### config.mk
export PLATFORM = sky130hd
export DESIGN_NAME = pleiads_rom_loader_flat
export DESIGN_NICKNAME = d
export VERILOG_FILES = /design/src/rtl/pleiads_rom_loader_if.sv /design/src/rtl/pleiads_rom_loader.sv /design/src/flat_wrapper.sv
export SDC_FILE = /design/constraint.sdc
export NUM_CORES = 1
export LEC_CHECK = 0
export CORE_UTILIZATION = 45
export CTS_CLUSTER_DIAMETER = 50
export CTS_CLUSTER_SIZE = 28
export DETAILED_ROUTE_END_ITERATION = 12
export GPL_ROUTABILITY_DRIVEN = 0
export PLACE_DENSITY = 0.72
export SLEW_MARGIN = 5
export SYNTH_ARGS = -nofsm -noshare
export SYNTH_HDL_FRONTEND = slang
export SYNTH_SLANG_ARGS = --single-unit
### constraint.sdc
create_clock -name clk -period 4.2 [get_ports clk]
set_clock_uncertainty 0.05 [all_clocks]
set_input_delay 0.42 -clock clk [delete_from_list [all_inputs] [get_ports clk]]
set_output_delay 0.42 -clock clk [all_outputs]
set_load 0.01 [all_outputs]
### src/rtl/pleiads_rom_loader_if.sv
`default_nettype none
// ============================================================================
// Module      : pleiads_rom_loader_if
// Description : ioctl download bus from hps_io into the Pleiads ROM loader.
//               The master drives the byte stream, the loader is the slave.
// Revision    : 1.0 - initial release
// ============================================================================
interface pleiads_rom_loader_if;
    logic        dn_download;   // ioctl_download level
    logic        dn_wr;         // ioctl_wr byte strobe
    logic [15:0] dn_addr;       // ioctl_addr[15:0]
    logic [7:0]  dn_data;       // ioctl_dout

    modport master (
        output dn_download,
        output dn_wr,
        output dn_addr,
        output dn_data
    );

    modport slave (
        input  dn_download,
        input  dn_wr,
        input  dn_addr,
        input  dn_data
    );
endinterface
`default_nettype wire

### src/rtl/pleiads_rom_loader.sv
`default_nettype none
// ============================================================================
// Module      : pleiads_rom_loader
// Description : Steers the hps_io ROM download stream into the Pleiads/Phoenix
//               program, character and colour PROM regions, and owns the core
//               reset: the core is released only after a complete, error-free
//               image followed by HOLD_CYCLES of settle time.
//               Optional macro PLEIADS_ROM_LOADER_CHECKSUM_EN adds a 16-bit
//               wrapping byte sum (checksum_o) that must equal EXPECTED_SUM
//               for the image to be accepted.
// Revision    : 1.0 - initial release
// ============================================================================
module pleiads_rom_loader #(
`ifdef PLEIADS_ROM_LOADER_CHECKSUM_EN
    parameter logic [15:0] EXPECTED_SUM = 16'h0000,
`endif
    parameter logic [15:0] PROG_BASE   = 16'h0000,
    parameter int          PROG_SIZE   = 16384,
    parameter logic [15:0] CHAR1_BASE  = 16'h4000,
    parameter int          CHAR1_SIZE  = 4096,
    parameter logic [15:0] CHAR2_BASE  = 16'h5000,
    parameter int          CHAR2_SIZE  = 4096,
    parameter logic [15:0] PROM_BASE   = 16'h6000,
    parameter int          PROM_SIZE   = 512,
    parameter int          HOLD_CYCLES = 1024
) (
    input  logic                       clk,
    input  logic                       reset_n,
    pleiads_rom_loader_if.slave        dn_if,
    input  logic                       ext_reset_i,
    output logic [13:0]                wr_addr_o,
    output logic [7:0]                 wr_data_o,
    output logic                       prog_we_o,
    output logic                       char1_we_o,
    output logic                       char2_we_o,
    output logic                       prom_we_o,
    output logic                       core_reset_o,
    output logic                       dl_done_o,
    output logic                       dl_error_o,
`ifdef PLEIADS_ROM_LOADER_CHECKSUM_EN
    output logic [15:0]                checksum_o,
`endif
    output logic [16:0]                byte_count_o
);

    // ------------------------------------------------------------------------
    // Constants
    // ------------------------------------------------------------------------
    localparam int          c_total_int = PROG_SIZE + CHAR1_SIZE + CHAR2_SIZE + PROM_SIZE;
    localparam logic [16:0] c_total     = 17'(c_total_int);
    localparam int          c_hold_w    = (HOLD_CYCLES > 1) ? $clog2(HOLD_CYCLES) : 1;
    localparam logic [c_hold_w-1:0] c_hold_init = c_hold_w'(HOLD_CYCLES - 1);

    // Region index 0..3 = program, background chars, foreground chars, PROMs;
    // the same order as the write-strobe vector.
    localparam logic [31:0] c_region_base [4] = '{32'(PROG_BASE), 32'(CHAR1_BASE),
                                                  32'(CHAR2_BASE), 32'(PROM_BASE)};
    localparam logic [31:0] c_region_size [4] = '{32'(PROG_SIZE), 32'(CHAR1_SIZE),
                                                  32'(CHAR2_SIZE), 32'(PROM_SIZE)};

    typedef enum logic [1:0] {
        S_IDLE = 2'd0,
        S_LOAD = 2'd1,
        S_HOLD = 2'd2,
        S_RUN  = 2'd3
    } state_t;

    // ------------------------------------------------------------------------
    // State
    // ------------------------------------------------------------------------
    state_t              state_q,      state_d;
    logic                dl_prev_q;
    logic [3:0]          we_q,         we_d;
    logic [13:0]         wr_addr_q,    wr_addr_d;
    logic [7:0]          wr_data_q,    wr_data_d;
    logic                core_reset_q, core_reset_d;
    logic                dl_done_q,    dl_done_d;
    logic                dl_error_q,   dl_error_d;
    logic [16:0]         byte_count_q, byte_count_d;
    logic [c_hold_w-1:0] hold_q,       hold_d;
`ifdef PLEIADS_ROM_LOADER_CHECKSUM_EN
    logic [15:0]         checksum_q,   checksum_d;
`endif

    logic                w_rise;
    logic                w_fall;
    logic                w_image_ok;
    logic [31:0]         w_off [4];
    logic [3:0]          w_hit;
    logic [13:0]         w_local;

    assign w_rise = dn_if.dn_download & ~dl_prev_q;
    assign w_fall = ~dn_if.dn_download & dl_prev_q;

    // ------------------------------------------------------------------------
    // Region decode: the unsigned offset wraps to a huge value below the
    // base, so a single "offset < size" compare covers both bounds.
    // ------------------------------------------------------------------------
    for (genvar r = 0; r < 4; r++) begin : g_region
        assign w_off[r] = {16'h0000, dn_if.dn_addr} - c_region_base[r];
        assign w_hit[r] = (w_off[r] < c_region_size[r]);
    end

    // Region-local address of whichever region the byte falls into
    always_comb begin
        w_local = '0;
        for (int r = 0; r < 4; r++) begin
            if (w_hit[r]) begin
                w_local = w_off[r][13:0];
            end
        end
    end

    // Next-state, strobe and reset-control logic
    always_comb begin
        state_d      = state_q;
        we_d         = '0;
        wr_addr_d    = wr_addr_q;
        wr_data_d    = wr_data_q;
        core_reset_d = core_reset_q;
        dl_done_d    = dl_done_q;
        dl_error_d   = dl_error_q;
        byte_count_d = byte_count_q;
        hold_d       = hold_q;
        w_image_ok   = 1'b0;
`ifdef PLEIADS_ROM_LOADER_CHECKSUM_EN
        checksum_d   = checksum_q;
`endif

        case (state_q)
            S_IDLE: begin
                core_reset_d = 1'b1;
            end

            S_LOAD: begin
                if (dn_if.dn_wr) begin
                    if (|w_hit) begin
                        we_d      = w_hit;
                        wr_addr_d = w_local;
                        wr_data_d = dn_if.dn_data;
                        if (byte_count_q != 17'h1FFFF) begin
                            byte_count_d = byte_count_q + 17'd1;
                        end
`ifdef PLEIADS_ROM_LOADER_CHECKSUM_EN
                        checksum_d = checksum_q + {8'h00, dn_if.dn_data};
`endif
                    end else begin
                        dl_error_d = 1'b1;
                    end
                end

                // Judge the image on the next-state values so that a byte
                // arriving together with the falling edge is included.
                w_image_ok = (byte_count_d == c_total) && !dl_error_d;
`ifdef PLEIADS_ROM_LOADER_CHECKSUM_EN
                w_image_ok = w_image_ok && (checksum_d == EXPECTED_SUM);
`endif
                if (w_fall) begin
                    if (w_image_ok) begin
                        state_d = S_HOLD;
                        hold_d  = c_hold_init;
                    end else begin
                        state_d    = S_IDLE;
                        dl_error_d = 1'b1;
                    end
                end
            end

            S_HOLD: begin
                if (hold_q == '0) begin
                    state_d      = S_RUN;
                    dl_done_d    = 1'b1;
                    core_reset_d = 1'b0;
                end else begin
                    hold_d = hold_q - c_hold_w'(1);
                end
            end

            S_RUN: begin
                core_reset_d = ext_reset_i;
            end

            default: begin
                state_d = S_IDLE;
            end
        endcase

        // A new download restarts everything from any state
        if (w_rise) begin
            state_d      = S_LOAD;
            byte_count_d = '0;
            dl_done_d    = 1'b0;
            dl_error_d   = 1'b0;
            core_reset_d = 1'b1;
`ifdef PLEIADS_ROM_LOADER_CHECKSUM_EN
            checksum_d   = '0;
`endif
        end
    end

    // State register; dl_prev resets high so a download level still present
    // when reset is released is not mistaken for a fresh rising edge.
    always_ff @(posedge clk or negedge reset_n) begin
        if (!reset_n) begin
            state_q      <= S_IDLE;
            dl_prev_q    <= 1'b1;
            we_q         <= '0;
            wr_addr_q    <= '0;
            wr_data_q    <= '0;
            core_reset_q <= 1'b1;
            dl_done_q    <= 1'b0;
            dl_error_q   <= 1'b0;
            byte_count_q <= '0;
            hold_q       <= '0;
`ifdef PLEIADS_ROM_LOADER_CHECKSUM_EN
            checksum_q   <= '0;
`endif
        end else begin
            state_q      <= state_d;
            dl_prev_q    <= dn_if.dn_download;
            we_q         <= we_d;
            wr_addr_q    <= wr_addr_d;
            wr_data_q    <= wr_data_d;
            core_reset_q <= core_reset_d;
            dl_done_q    <= dl_done_d;
            dl_error_q   <= dl_error_d;
            byte_count_q <= byte_count_d;
            hold_q       <= hold_d;
`ifdef PLEIADS_ROM_LOADER_CHECKSUM_EN
            checksum_q   <= checksum_d;
`endif
        end
    end

    // ------------------------------------------------------------------------
    // Outputs
    // ------------------------------------------------------------------------
    assign prog_we_o    = we_q[0];
    assign char1_we_o   = we_q[1];
    assign char2_we_o   = we_q[2];
    assign prom_we_o    = we_q[3];
    assign wr_addr_o    = wr_addr_q;
    assign wr_data_o    = wr_data_q;
    assign core_reset_o = core_reset_q;
    assign dl_done_o    = dl_done_q;
    assign dl_error_o   = dl_error_q;
    assign byte_count_o = byte_count_q;
`ifdef PLEIADS_ROM_LOADER_CHECKSUM_EN
    assign checksum_o   = checksum_q;
`endif

endmodule
`default_nettype wire

### src/flat_wrapper.sv
// flat-port wrapper written by rule: the top's interface ports become plain ports
module pleiads_rom_loader_flat 
#(

    parameter logic [15:0] PROG_BASE   = 16'h0000,
    parameter int          PROG_SIZE   = 16384,
    parameter logic [15:0] CHAR1_BASE  = 16'h4000,
    parameter int          CHAR1_SIZE  = 4096,
    parameter logic [15:0] CHAR2_BASE  = 16'h5000,
    parameter int          CHAR2_SIZE  = 4096,
    parameter logic [15:0] PROM_BASE   = 16'h6000,
    parameter int          PROM_SIZE   = 512,
    parameter int          HOLD_CYCLES = 1024
)
  (clk, reset_n, ext_reset_i, wr_addr_o, wr_data_o, prog_we_o, char1_we_o, char2_we_o, prom_we_o, core_reset_o, dl_done_o, dl_error_o, byte_count_o, dn_if_dn_download, dn_if_dn_wr, dn_if_dn_addr, dn_if_dn_data);
  pleiads_rom_loader_if dn_if_i ();
  input  logic clk;
  input  logic reset_n;
  input  logic ext_reset_i;
  output logic [13:0] wr_addr_o;
  output logic [7:0] wr_data_o;
  output logic prog_we_o;
  output logic char1_we_o;
  output logic char2_we_o;
  output logic prom_we_o;
  output logic core_reset_o;
  output logic dl_done_o;
  output logic dl_error_o;
  output logic [16:0] byte_count_o;
  input wire logic [$bits(dn_if_i.dn_download)-1:0] dn_if_dn_download;
  input wire logic [$bits(dn_if_i.dn_wr)-1:0] dn_if_dn_wr;
  input wire logic [$bits(dn_if_i.dn_addr)-1:0] dn_if_dn_addr;
  input wire logic [$bits(dn_if_i.dn_data)-1:0] dn_if_dn_data;
  assign dn_if_i.dn_download = dn_if_dn_download;
  assign dn_if_i.dn_wr = dn_if_dn_wr;
  assign dn_if_i.dn_addr = dn_if_dn_addr;
  assign dn_if_i.dn_data = dn_if_dn_data;
  pleiads_rom_loader #(.PROG_BASE(PROG_BASE), .PROG_SIZE(PROG_SIZE), .CHAR1_BASE(CHAR1_BASE), .CHAR1_SIZE(CHAR1_SIZE), .CHAR2_BASE(CHAR2_BASE), .CHAR2_SIZE(CHAR2_SIZE), .PROM_BASE(PROM_BASE), .PROM_SIZE(PROM_SIZE), .HOLD_CYCLES(HOLD_CYCLES)) u_core (.clk(clk), .reset_n(reset_n), .dn_if(dn_if_i), .ext_reset_i(ext_reset_i), .wr_addr_o(wr_addr_o), .wr_data_o(wr_data_o), .prog_we_o(prog_we_o), .char1_we_o(char1_we_o), .char2_we_o(char2_we_o), .prom_we_o(prom_we_o), .core_reset_o(core_reset_o), .dl_done_o(dl_done_o), .dl_error_o(dl_error_o), .byte_count_o(byte_count_o));
endmodule
Word-level counts from Yosys, hierarchy flattened --
Cells that the tools add are included. Widths: inputs -> output; s select.
Word-level totals: output and inout port bits 46, flip-flop bits (word level) 59, logic and storage cells 84
Operators by class: eq/ne operators 10, bitwise gates (word level) 4, muxes and demuxes 35, magnitude comparators 4, reduce and logical (&&, ||, !) cells 16, add/subtract/negate cells 5
Operators with widths (number):
- $mux 17 | 6
- $lt 32x13->1 const B | 2
- $mux 14 | 4
- $sub 16x15->17 const B | 3
- $lt 32x10->1 const B | 1
- $mux 10 | 3
- $pmux 10 s2 | 1
- $add 17x1->17 const B | 1
- $eq 17x15->1 const B | 1
- $ne 17x17->1 const B | 1
- $lt 16x15->1 const B | 1
- $mux 1 | 12
- $mux 4 | 3
- $logic_not 10->1 | 1
- $sub 10x1->10 const B | 1
- $mux 2 | 4
- $reduce_bool 2->1 | 4
- $ne 3x1->1 const B | 2
- $reduce_and 3->1 | 2
- $eq 2x2->1 const B | 2
- $ne 2x1->1 const B | 2
- $pmux 2 s2 | 1
- $reduce_and 2->1 | 2
- $reduce_and 4->1 | 1
- other kinds (11) | 13

Depth between registers and ports, before layout --
depth in word-level cells 12, mapped depth 13

Least setup slack after synthesis --
No wires, ideal clock.
path kind input-to-reg, from input port dn_if_dn_addr[12], to register u_core.hold_q[8], required time 4.026 ns, stages on the path 13, slack 1.249 ns, arrival time 2.777 ns, cells stage by stage inv_1 > ha_1 > and2b_1 > o21ai_2 > or2_1 > buf_2 > a2111oi_4 > o22ai_1 > nor4_2 > and4_4 > buf_6 > o211ai_2 > or2_1
On the way: word-level cells in the longest chain between the ends 10, elaborated cells between the ends (all ways) 19, those cells by class 3 x add/sub; 4 x order compare; 2 x eq/ne; 6 x mux; 4 x reduce/logical
Ends and longest elaborated chain:
- start, declared | RTL line flat_wrapper.sv:32 | input wire logic [$bits(dn_if_i.dn_addr)-1:0] dn_if_dn_addr;
- $sub 16x15->17 | RTL line pleiads_rom_loader.sv:100 | assign w_off[r] = {16'h0000, dn_if.dn_addr} - c_region_base[r];
- $lt 32x13->1 / $lt 32x10->1 (equally long branches) | RTL line pleiads_rom_loader.sv:101 | assign w_hit[r] = (w_off[r] < c_region_size[r]);
- $reduce_or 4->1 (*) | RTL line pleiads_rom_loader.sv:137 | if (|w_hit) begin
- $mux 17 / $mux 1 (equally long branches) | RTL line pleiads_rom_loader.sv:137
- $mux 17 / $mux 1 (equally long branches) | RTL line pleiads_rom_loader.sv:136 | if (dn_if.dn_wr) begin
- $mux 17 / $mux 1 (equally long branches) | RTL line pleiads_rom_loader.sv:130 | case (state_q)
- $eq 17x15->1 / $logic_not 1->1 (equally long branches) | RTL line pleiads_rom_loader.sv:154 | w_image_ok = (byte_count_d == c_total) && !dl_error_d;
- $logic_and 1x1->1 (*) | RTL line pleiads_rom_loader.sv:154
- $ne 2x1->1 (no line) (*)
- $reduce_and 4->1 (no line) (*)
- end signal, assigned | RTL line pleiads_rom_loader.sv:228 | hold_q <= hold_d;
- end, declared | RTL line pleiads_rom_loader.sv:80 | logic [c_hold_w-1:0] hold_q, hold_d;
Every way passes the cells marked *; elsewhere a longest branch is shown, timed or not. The select of a mux whose other input is x is not followed. A chain may end at the register's enable or synchronous reset.

Final worst setup path --
from input port dn_if_dn_addr[13], to register u_core.hold_q[7]
The elaborated chain is that of the path after synthesis.

==> flow_summary.yaml <==
status:
  outcome: "completed"
synthesis:
  yosys.cell_types.count: 72
  ys.flop_type: "dfrtp_1"
  synthesis.area_um2: 3652
  synthTopCellsByArea: "dfrtp_1, mux2_2, ha_1, nor2_1, a21oi_1"
  syn_nets: 427
  synth_seq_cells: 59
  yosysWarnings: 0
  synth_top_cell_by_area: "dfrtp_1"
  avgSynthCellArea_um2: 9.462
  yosysSeqAreaShare_pct: 40.49
  synth_edf_count: 0
  yosys.area.top_type_share_pct: 39.05
  synthArstFlopShare_pct: 100.0
  synthCells: 386
routing:
  vias_per_cell: 5.772
  drt_pass1_iterations: 5
  wl_per_cell_um: 15.99
  drc_errors: 0
  vias: 3238
  first_iter_violations: 273
  ant_nets: 0
  routed_wl_um: 8971
final_layout:
  final_area_um2: 4662
  mostFrequentLayoutCell: "clkdlybuf4s50_1"
  fillers: 697
  ff_latch_area_um2: 1479
  drive_gt1_share_pct: 15.03
  multi_input_comb_area_um2: 2022
  fin_nets: 495
  diodes: 0
  syn_to_final_growth_pct: 27.65
  most-common-layout-cells: "clkdlybuf4s50_1, dfrtp_1, nor2_1"
  final_cells: 561
cts:
  numCtsBuffers: 9
  h-tree-depth: 3
  clock-sinks: 59
  cts.repair.resized: 0
  cts_tree: "built"
  ctsLongestPathBuffers: 2
  root_buffer: "clkbuf_8"
  ctsHoldBuffers: 0
  path_clk_slew_ns: 0.07
  clock_latency_ns: 0.33
  post-cts-setup-buffers: 0
placed_design:
  portBuffers: 74
  place_inst: 545
  postPlaceCellArea_um2: 4436
  dp_hpwl_um: 6429
sta:
  tightest_slew_ns: 0.5832
  max_slew_margin_pct: 60.91
  fin_tns_setup_ns: 0
  grt_setup_unrepaired: "no"
  finalSetupViolations: 0
  hold_violations: 0
  fin_crit_ns: 3.602
  fin_crit_sh_pct: 85.76
  clock.fmax_ghz: 0.2776
  maxSlewViolCount: 0
worst_setup_path:
  worst_ep_required_time_ns: 4.42
  cp_common_cell: "or2_1"
  critPathCaptureType: "flip-flop"
  cp_max_fo: 13
  path_cells: "clkdlybuf4s50_1 -> inv_1 -> ha_1 -> and2b_1 -> o21ai_2 -> or2_1 -> a2111oi_4 -> o22ai_1 -> nor4_2 -> and4_4 -> or2_1 -> o221a_1"
  start_kind: "input pin"
  crit_path_max_incr_delay_ns: 0.60
  crit_arrival_ns: 3.83
  critical_path_class: "input pin to flip-flop"
  crit_slowest_cell: "clkdlybuf4s50_1"
floorplan:
  start_util_pct: 46.78
  die_h_um: 92.09
  die_area_um2: 8481
  fp-row-count: 32
  ios: 75
  die_w_um: 92.09
  core_area_um2: 7807
power_and_ir_drop:
  clock_power_share_pct: 24.8
  combinationalPowerShare_pct: 37.2
  p_seq_share_pct: 38.0
  p_sw_share_pct: 32.97
  p_leak_nw: 1.841
  powerDensity_nw_per_um2: 502.7
  p_switching_w: 0.0007726
  p_int_w: 0.001571
  peakVddDrop_v: 0.0003041
worst_hold_path:
  hold_class: "input pin to async pin"
global_route:
  grt_pass1_wl_um: 14780
  grt-ovfl-total: 0
  grtUsageTotal_pct: 21.96
  antenna_found_initial: 0
  grt_pass1_vias: 3077
  grt_max_degree: 35
flow_run:
  drv_cap: 0
[area by class of cell]
type / count / share of cell area (%)
clock buffers: 10 / 2.952
clock inverters: 6 / 1.906
inverters: 13 / 1.047
multi-input cells: 294 / 43.37
flip-flops and latches: 59 / 31.72
well taps: 102 / 2.738
repair buffers: 77 / 16.26
[power groups by stage]
stage	combinational, W	clock [W]	sequential, W
2_1_floorplan	0.000438	0	0.000931
3_3_place_gp	0.000852	0	0.000890
3_5_place_dp	0.000872	0	0.000900
4_1_cts	0.000878	0.000592	0.000890
5_1_grt	0.000954	0.000615	0.000921
6_report	0.000872	0.000581	0.000891
[final timing paths]
check | startpoint | to | slack (ns) | cells past startpoint
setup / recovery | dn_if_dn_addr[13] | u_core.hold_q[7] | 0.60 | 12
hold reg to reg | u_core.dl_done_o | u_core.dl_done_o | 0.45 | 2
max in group asynchronous | reset_n | u_core.core_reset_o | 3.18 | 2
min in group clk | u_core.dl_done_o | u_core.dl_done_o | 0.45 | 2
setup reg to reg | u_core.byte_count_o[0] | u_core.hold_q[7] | 1.03 | 10
hold / removal | reset_n | u_core.byte_count_o[12] | 0.04 | 1
[metal layers]
metal / track usage (%) / wire [um] / part of all wire (%)
met1: 29.88 / 4106 / 46
met2: 34.51 / 4194 / 47
met3: 4.312 / 515 / 5.7
met4: 8.333 / 155 / 1.7
met5: 0 / 0 / 0
[cells in the mapped netlist (3+ instances only)]
cell type	count
a31oi_1	3
or3_1	15
mux2_2	21
or2_2	3
a211oi_1	4
nor3_1	17
ha_1	12
dfrtp_1	57
buf_2	6
or2_1	4
mux2i_1	3
xor2_1	3
o21a_1	4
clkbuf_1	10
and3_1	6
a21oi_1	23
nand3_1	14
o21ai_0	17
nand2_1	30
xnor2_1	9
nor2_1	40
inv_1	13
[per-stage QoR]
step                power (W)  utilization (%)  setup WS [ns]  hold WS [ns]
detailed placement   0.001772            56.81         0.3146        0.4082
global route         0.002491            59.71         0.4167       0.07902
CTS                  0.002360            59.71         0.6690       0.04971
finish               0.002343            59.71         0.5981       0.03674
floorplan            0.001368                -          1.249       0.07441
global placement     0.001742            56.81         0.4228        0.4008
[state kept, by name, indices dropped and copies added, names as in the netlist]
signal	count
u_core.we_q	4
u_core.wr_data_o	8
u_core.core_reset_o	1
u_core.byte_count_o	17
u_core.state_q	2
u_core.dl_prev_q	1
u_core.dl_error_o	1
u_core.dl_done_o	1
u_core.wr_addr_o	14
u_core.hold_q	10
[cells by family after synthesis]
kind of cell | count (synthesis) | share of synthesized area [%]
and+or+nand+nor | 159 | 23.26
buffers and inverters | 33 | 4.214
adders and majority gates | 12 | 4.111
DFF | 59 | 40.49
AOI/OAI and AO/OA | 87 | 17.75
xor gates and xnor gates | 12 | 2.878
muxes | 24 | 7.297
[worst max-delay path, delay by kind of cell]
family,cells,cell delay (ns)
AND/OR/NAND/NOR,5,1.64
adder cells (fa/ha/maj),1,0.24
buffers and inverters,2,0.72
AO/OA/AOI/OAI,4,0.79
Note: power is estimated with default switching activity, not from simulation.
